===== src/rtl/print_sequencer_pkg.sv =====
// Shared types and constants for the print sequencer.
// PRINT_SEQ_CLEAR_EN adds the clear-screen state and its byte ROM.
package print_sequencer_pkg;

  localparam int BOARD_W_DEF = 320;
  localparam int SCORE_W_DEF = 21;

  localparam logic [7:0] ASCII_ESC  = 8'h1B;
  localparam logic [7:0] ASCII_LBRK = 8'h5B;
  localparam logic [7:0] ASCII_2    = 8'h32;
  localparam logic [7:0] ASCII_J    = 8'h4A;
  localparam logic [7:0] ASCII_H    = 8'h48;

  typedef enum logic [2:0] {
    S_IDLE,
    S_DRAIN,
    S_START,
    S_ARM,
    S_ISSUE,
    S_CAPT,
    S_SEND
`ifdef PRINT_SEQ_CLEAR_EN
    , S_CLR
`endif
  } state_e;

`ifdef PRINT_SEQ_CLEAR_EN
  localparam int CLR_LEN = 7;

  // ESC [ 2 J ESC [ H
  function automatic logic [7:0] clr_byte(input logic [2:0] idx);
    logic [7:0] b;
    case (idx)
      3'd0, 3'd4: b = ASCII_ESC;
      3'd1, 3'd5: b = ASCII_LBRK;
      3'd2:       b = ASCII_2;
      3'd3:       b = ASCII_J;
      default:    b = ASCII_H;
    endcase
    return b;
  endfunction
`endif

endpackage


===== src/rtl/print_sequencer_tx_hold.sv =====
// One-byte valid/ready holding register feeding the UART TX.
// A load may coincide with the acceptance of the previous byte.
module tx_hold (
  input  logic       clk,
  input  logic       rst,
  input  logic       load_i,
  input  logic [7:0] data_i,
  input  logic       ready_i,
  output logic       valid_o,
  output logic [7:0] data_o
);

  logic       valid_q, valid_d;
  logic [7:0] data_q, data_d;

  always_comb begin
    valid_d = valid_q;
    data_d  = data_q;
    if (load_i) begin
      valid_d = 1'b1;
      data_d  = data_i;
    end else if (valid_q && ready_i) begin
      valid_d = 1'b0;
    end
  end

  always_ff @(posedge clk) begin
    if (rst) begin
      valid_q <= 1'b0;
      data_q  <= 8'h00;
    end else begin
      valid_q <= valid_d;
      data_q  <= data_d;
    end
  end

  assign valid_o = valid_q;
  assign data_o  = data_q;

endmodule


===== src/rtl/print_sequencer.sv =====
// Print sequencer: snapshots board/score, steps the printer, forwards chars to UART.
// Define PRINT_SEQ_CLEAR_EN to send an ANSI clear-screen before each frame.
module print_sequencer
  import print_sequencer_pkg::*;
#(
  parameter int BOARD_W   = BOARD_W_DEF,
  parameter int SCORE_W   = SCORE_W_DEF,
  parameter int MAX_CHARS = 1024
) (
  input  logic               clk,
  input  logic               rst,
  input  logic               req,
  input  logic [BOARD_W-1:0] board_in,
  input  logic [SCORE_W-1:0] score_in,
  output logic [BOARD_W-1:0] prn_board,
  output logic [SCORE_W-1:0] prn_score,
  output logic               prn_start,
  output logic               prn_next,
  input  logic [7:0]         prn_char,
  input  logic               prn_done,
  output logic [7:0]         tx_data,
  output logic               tx_valid,
  input  logic               tx_ready,
  output logic               busy,
  output logic               err,
  output logic [15:0]        char_cnt
);

  localparam logic [15:0] MaxCnt = 16'(MAX_CHARS);

  state_e             state_q, state_d;
  logic [BOARD_W-1:0] board_q, board_d;
  logic [SCORE_W-1:0] score_q, score_d;
  logic               pend_q, pend_d;
  logic               err_q, err_d;
  logic               ph_q, ph_d;
  logic [15:0]        cnt_q, cnt_d;
  logic               hold_load;
  logic [7:0]         hold_din;
`ifdef PRINT_SEQ_CLEAR_EN
  logic [2:0]         clr_q, clr_d;
`endif

  tx_hold u_hold (
    .clk     (clk),
    .rst     (rst),
    .load_i  (hold_load),
    .data_i  (hold_din),
    .ready_i (tx_ready),
    .valid_o (tx_valid),
    .data_o  (tx_data)
  );

  always_comb begin
    state_d   = state_q;
    board_d   = board_q;
    score_d   = score_q;
    pend_d    = pend_q;
    err_d     = err_q;
    ph_d      = 1'b0;
    cnt_d     = cnt_q;
    hold_load = 1'b0;
    hold_din  = prn_char;
    prn_start = 1'b0;
    prn_next  = 1'b0;
`ifdef PRINT_SEQ_CLEAR_EN
    clr_d     = clr_q;
`endif

    // requests while busy coalesce into one follow-up frame
    if (req && state_q != S_IDLE) pend_d = 1'b1;

    unique case (state_q)
      S_IDLE: begin
        if (!prn_done) begin
          pend_d  = pend_q | req;
          state_d = S_DRAIN;
        end else if (req || pend_q) begin
          board_d = board_in;
          score_d = score_in;
          pend_d  = 1'b0;
          cnt_d   = 16'd0;
`ifdef PRINT_SEQ_CLEAR_EN
          hold_load = 1'b1;
          hold_din  = clr_byte(3'd0);
          clr_d     = 3'd1;
          state_d   = S_CLR;
`else
          state_d   = S_START;
`endif
        end
      end
      S_DRAIN: begin
        if (prn_done) begin
          state_d = S_IDLE;
        end else begin
          prn_next = !ph_q;
          ph_d     = !ph_q;
        end
      end
`ifdef PRINT_SEQ_CLEAR_EN
      S_CLR: begin
        if (tx_valid && tx_ready) begin
          if (clr_q == 3'(CLR_LEN)) begin
            state_d = S_START;
          end else begin
            hold_load = 1'b1;
            hold_din  = clr_byte(clr_q);
            clr_d     = clr_q + 3'd1;
          end
        end
      end
`endif
      S_START: begin
        prn_start = 1'b1;
        state_d   = S_ARM;
      end
      S_ARM: begin
        if (!prn_done) state_d = S_ISSUE;
      end
      S_ISSUE: begin
        prn_next = 1'b1;
        state_d  = S_CAPT;
      end
      S_CAPT: begin
        if (prn_done) begin
          state_d = S_IDLE;
        end else if (cnt_q == MaxCnt) begin
          err_d   = 1'b1;
          state_d = S_DRAIN;
        end else begin
          hold_load = 1'b1;
          cnt_d     = cnt_q + 16'd1;
          state_d   = S_SEND;
        end
      end
      S_SEND: begin
        if (tx_valid && tx_ready) state_d = S_ISSUE;
      end
      default: state_d = S_IDLE;
    endcase
  end

  always_ff @(posedge clk) begin
    if (rst) begin
      state_q <= S_IDLE;
      board_q <= '0;
      score_q <= '0;
      pend_q  <= 1'b0;
      err_q   <= 1'b0;
      ph_q    <= 1'b0;
      cnt_q   <= 16'd0;
`ifdef PRINT_SEQ_CLEAR_EN
      clr_q   <= 3'd0;
`endif
    end else begin
      state_q <= state_d;
      board_q <= board_d;
      score_q <= score_d;
      pend_q  <= pend_d;
      err_q   <= err_d;
      ph_q    <= ph_d;
      cnt_q   <= cnt_d;
`ifdef PRINT_SEQ_CLEAR_EN
      clr_q   <= clr_d;
`endif
    end
  end

  assign prn_board = board_q;
  assign prn_score = score_q;
  assign busy      = (state_q != S_IDLE);
  assign err       = err_q;
  assign char_cnt  = cnt_q;

endmodule

===== config.mk =====
export PLATFORM = sky130hd
export DESIGN_NAME = print_sequencer
export DESIGN_NICKNAME = d
export VERILOG_FILES = /design/src/rtl/print_sequencer_pkg.sv /design/src/rtl/print_sequencer_tx_hold.sv /design/src/rtl/print_sequencer.sv
export SDC_FILE = /design/constraint.sdc
export NUM_CORES = 1
export LEC_CHECK = 0
export BUFFER_PORTS_ARGS = -buffer_cell sky130_fd_sc_hd__buf_2
export CAP_MARGIN = 25
export CORE_AREA = 4 4 283 285
export DETAILED_ROUTE_END_ITERATION = 8
export DIE_AREA = 0 0 287 289
export GPL_TIMING_DRIVEN = 1
export PLACE_DENSITY = 0.48
export REMOVE_ABC_BUFFERS = 1
export SKIP_CTS_REPAIR_TIMING = 1
export SYNTH_ARGS = -nofsm -noshare
export SYNTH_HDL_FRONTEND = slang
export SYNTH_SLANG_ARGS = --single-unit
export TNS_END_PERCENT = 50

===== constraint.sdc =====
create_clock -name clk -period 2.2 [get_ports clk]
set_input_delay 0.22 -clock clk [delete_from_list [all_inputs] [get_ports clk]]
set_output_delay 0.22 -clock clk [all_outputs]
set_load 0.1 [all_outputs]

======== Yosys cells after proc, flatten, opt, wreduce, memory -nomap -nowiden ========
Cells that the tools add are included.
W data, S select, Z words.
storage, ports and cells
  register bits ........................... 372
  bits in latches ......................... 0
  bits in writable memories ............... 0
  bits in read-only memories .............. 0
  output and inout bits ................... 370
  memories ................................ 0
cells by class
  add/subtract/negate cells ............... 1
  $mul .................................... 0
  div/mod/pow operators ................... 0
  magnitude comparators ................... 0
  eq/ne operators ......................... 15
  shift operators ......................... 0
  multiplexer cells ....................... 25
  bitwise logic cells ..................... 3
  reduce and logical (&&, ||, !) cells .... 13
operators with widths
  cell                     count
  $mux W16                 4
  $pmux W16 S2             1
  $mux W3                  7
  $pmux W3 S7              1
  $add A16 B1 Y16 const B  1
  $eq A16 B11 Y1 const B   1
  $ne A2 B2 Y1 const B     7
  $mux W1                  11
  $eq A3 B3 Y1 const B     3
  $eq A3 B2 Y1 const B     2
  $reduce_and A3 Y1        2
  $reduce_and A5 Y1        1
  $reduce_and A4 Y1        1
  $reduce_bool A2 Y1       2
  $eq A3 B1 Y1 const B     1
  $logic_not A3 Y1         1
  $ne A3 B3 Y1 const B     1
  $reduce_bool A3 Y1       1
  $logic_and A1 B1 Y1      2
  $not A1 Y1               2
  $pmux W1 S2              1
  $reduce_or A2 Y1         1
  $logic_not A1 Y1         1
  $logic_or A1 B1 Y1       1
  $or A1 B1 Y1             1

======== Logic depth before layout (Yosys ltp) ========
  depth in word-level cells ............... 6
  mapped depth ............................ 8
  mapped depth without buffers ............ 6

======== By module ========
Synthesis repeated with hierarchy kept, for this count alone.
second synthesis, totals
  cells, all modules ...................... 1,672
  area, all modules ....................... 13,329.0 um^2
modules (own cells, without submodules)
  module           times used  cells an instance  area each (um^2)  sequential area each (um^2)
  print_sequencer  1           1,642              13,007.5          7,267.0
  tx_hold          1           30                 321.6             180.2

======== Least setup slack after synthesis ========
OpenSTA, ideal clock, no wires.
  path type ............................... reg2out
  start point ............................. reg state_q[1]
  end point ............................... out prn_start
  arrival ................................. 2,949 ps
  data required time ...................... 1,980 ps
  slack ................................... -969 ps
  stages on the path, launching flop included .. 3
  path buffers ............................ 1
  cells stage by stage .................... dfxtp_1 -> clkbuf_1 -> nor3b_1
on the way
  word-level cells in the longest chain between the ends .. 2
ends and longest elaborated chain
  item                    RTL line                text
  from (decl)             print_sequencer.sv:31   state_e state_q, state_d;
  from (signal assigned)  print_sequencer.sv:157  state_q <= state_d;
  $eq A3 B2 Y1            print_sequencer.sv:73   unique case (state_q)
  $mux W1                 print_sequencer.sv:73
  to (decl)               print_sequencer.sv:17   output logic prn_start,
Every way passes these cells.

======== Final worst setup path ========
  start point ............................. reg state_q[0]
  end point ............................... out prn_next
on the way
  word-level cells in the longest chain between the ends .. 2
  elaborated cells on any way between the ends .. 3
  classes of those cells .................. eq/ne (2); mux (1)
ends and longest elaborated chain
  item                                                 RTL line               text
  $eq A3 B3 Y1 / $eq A3 B1 Y1 (equally long branches)  print_sequencer.sv:73
  $pmux W1 S2 *                                        print_sequencer.sv:73
  to (decl)                                            print_sequencer.sv:18  output logic prn_next,
Mark *: on every way between the ends. The rest lies on a longest branch, timed or not.

==> results.md <==
- Status: finished, final reports clean
- WL/cell: 14.8 um
- Type of the worst setup path: flip-flop to output pin
- Proportion of power drawn by combinational gates: 26.7%
- CORE AREA: 77,300 sq um
- Measured slew at the worst slew-check pin: 0.987 ns
- Post-placement cell area: 18,300 sq um
- Static power due to leakage: 10.2 nW
- Clock group share of total power: 36.4%
- Final estimated routing congestion in global placement: 0.797
- Antenna violations before repair: 1
- MaxCap Viol Count: 0
- Net Sw Frac: 35.7%
- Number of fill cells in the layout: 8,351
- Endpoints failing setup: 0
- DIE WIDTH: 287 um
- Predominant post-synthesis flop cell: sky130_fd_sc_hd__dfxtp_1
- Power density over cell area: 853 nW/um^2
- Cell area after synthesis: 13,500 sq um
- RSZ-0062 raised after global routing: false
- Layout cell share with drive strength beyond 1: 30.7%
- Buffers and inverters on the worst path: 1
- Peak per-stage delay on the critical path: 0.47 ns
- Worst-path cell chain: nor2b_1 > nand2_1 > a21oi_1 > buf_4
- Relative contribution of sequential cells to total power: 36.9%
- Synthesized netlist cell count: 1,695
- Number of synthesized flops with an enable pin: 0
- Kind of cell with the highest combined delay on the critical path: flip-flops
- Req. time, crit path: 1.98 ns
- Count of synthesis-stage warnings from yosys: 0
- Post-route cell area: 23,200 sq um
- Fmax: 497 MHz
- Post-detailed-placement half-perimeter wirelength: 39,600 um
- Critical Path AT: 1.79 ns
- Clock-pin slew on the worst setup and hold paths: 0.06 ns
- Cell internal power dissipation: 0.0127 W
- Share of the cycle needed by the critical path after routing: 91.4%
- Mean Syn Cell Area: 7.96 sq um
- Count of input and output buffers: 723
- Overall die area: 82,900 sq um
- Total DRC errors in the routed layout: 0
- Total I/O pin count: 724
- Slowest cell on the critical path: sky130_fd_sc_hd__dfxtp_1
- Hold Crit Class: input pin to flip-flop
- Detail Route Antenna Nets: 0
- First-pass GRT wire length: 78,100 um
- Post-Route WL: 56,400 um
- TritonCTS clock tree: built
- Async SR Flop Fraction: 0%
- P&R area growth vs syn: 72.2%
- Starting density of the core: 17.4%
- Count of final max-slew check failures: 0
- CP endpoint kind: output pin
- Total count of hold-check failures in the final report: 0
- Final layout net count: 3,095
- Clock Tree Root: sky130_fd_sc_hd__clkbuf_16
- Worst rel slew slack: 34.2%
- Overflow left after global routing: 0
- Proportion of synthesized chip area in sequential cells: 55.2%
- CTS Sinks: 372
- Shortest clock period the worst path allows after layout: 2.01 ns
- Total Power: 0.0198 W
- Inst Count DP: 3,382
- Number of distinct library cells after synthesis: 50
- Clk Latency, worst-skew pair: 0.54 ns
- Number of global-route vias before repair: 13,300
- Critical path startpoint category: flip-flop
- Worst vdd rail ir drop: 0.495 mV
- Vertical die dimension: 289 um
- Peak fanout along the critical path: 7
- Hold Slack: 0.0430 ns
- # rows: 102
- Largest clock skew in the final design: 0.00915 ns
- Net switching power of the design: 0.00707 W
- Total track usage: 11.7%
- Detailed router's first-iteration violation count: 620
- Number of clock buffers inserted by TritonCTS: 44
- Clock Tree Buf Depth: 3
- #FFs+latches synth: 372
- Number of vias per cell: 4.01
- First-pass detailed-route iteration total: 5
- Pin count of the biggest net entering global routing: 155
- Post-Layout Cell Count: 3,813
- CTS H-tree lvls: 2
- Via count: 15,300
-- state kept, by name (all words and copies together) (netlist names) --
name,flops
u_hold.data_o,8
char_cnt,16
prn_board,320
state_q,3
prn_score,21
u_hold.valid_o,1
pend_q,1
err,1
ph_q,1
-- stage by stage --
step,TNS [ns],setup WS (ns),util (%)
floorplan,-1610.70,-4.70,-
global placement,0,0.401,23.6
detailed placement,0,0.406,23.6
CTS,-0.00188,-0.00188,25.5
global route,0,0.0154,30.0
finish,0,0.189,30.0
-- power groups by stage --
stage | clock [W] | combinational, W | sequential, W
after floorplan | 0 | 0.000939 | 0.0101
after global placement | 0 | 0.00480 | 0.00744
after detailed placement | 0 | 0.00480 | 0.00745
after CTS | 0.00752 | 0.00481 | 0.00731
after global routing | 0.00779 | 0.00555 | 0.00735
final | 0.00721 | 0.00529 | 0.00731
-- kinds of logic after synthesis --
group           count (synthesis)  share of synthesized area (%)
buf+inv                       135                           5.64
xor+xnor                        1                         0.0649
mux                             2                          0.148
compound gates                400                           15.4
fa+ha+maj                       2                          0.185
flops                         372                           55.2
simple gates                  783                           23.3
-- layout by cell type, fill, tap and decap left out, drive strengths merged, types with 2 or more instances in the layout --
| master | netlist | routed |
|---|---|---|
| nand4 | 4 | 4 |
| dfxtp | 372 | 372 |
| clkinv | 0 | 7 |
| a21boi | 2 | 2 |
| or3 | 6 | 6 |
| ha | 2 | 2 |
| o21ai | 16 | 16 |
| or2 | 2 | 2 |
| diode | 0 | 4 |
| nor3b | 4 | 4 |
| nor4 | 3 | 3 |
| nor3 | 8 | 8 |
| buf | 70 | 775 |
| nand2b | 5 | 5 |
| or4 | 5 | 5 |
| a311oi | 2 | 2 |
| mux2i | 2 | 2 |
| a32o | 2 | 2 |
| nand3 | 18 | 18 |
| nand2 | 701 | 701 |
| inv | 6 | 6 |
| nor4b | 3 | 3 |
| a21oi | 359 | 359 |
| dlygate4sd3 | 0 | 351 |
| clkbuf | 59 | 68 |
| o221ai | 4 | 4 |
| nor2 | 13 | 13 |
| bufinv | 0 | 2 |
| o211ai | 3 | 3 |
| o31ai | 3 | 3 |
| nand4b | 3 | 3 |
-- worst paths after layout --
check | startpoint | to | slack [ns] | cells after the start
setup reg to reg | char_cnt[7]$_SDFFE_PP0P_ | char_cnt[13]$_SDFFE_PP0P_ | 0.36 | 4
hold reg to reg | prn_board[98]$_SDFFE_PP0P_ | prn_board[98]$_SDFFE_PP0P_ | 0.45 | 2
hold / removal | rst | u_hold.data_o[5]$_SDFFE_PP0P_ | 0.04 | 2
setup / recovery | state_q[0]$_SDFFE_PP0P_ | prn_next | 0.19 | 4
-- Yosys cell counts (all sizes together) (4+ instances only) --
master	n	share of area, %
clkbuf	59	1.7
nand2	701	20
dfxtp	372	55
nand3	18	0.67
nand4	4	0.23
nor3	8	0.30
nor3b	4	0.22
or4	5	0.28
or3	6	0.28
a21oi	359	13
inv	6	0.17
o221ai	4	0.26
o21ai	16	0.59
nand2b	5	0.23
nor2	13	0.36
buf	70	3.8
-- layout make-up --
class                           count  area (sq um)  share of cell area, %
Timing Repair Buffer             1127          7730                   33.3
Clock inverter                      9           103                  0.442
Inverter                            6          22.5                 0.0970
Clock buffer                       67          1310                   5.64
Multi-Input combinational cell   1188          5300                   22.8
Sequential cell                   372          7450                   32.1
Antenna cell                        4          10.0                 0.0431
Tap cell                         1040          1300                   5.60
-- per-layer routing --
metal | track usage, % | up-vias | share of wire, %
li1 | - | 7640 | -
met1 | 13.6 | 6996 | 40
met2 | 20.7 | 553 | 50
met3 | 3.70 | 90 | 7.3
met4 | 3.45 | 0 | 2.8
met5 | 0 | - | 0
Note: power is estimated with default switching activity, not from simulation.
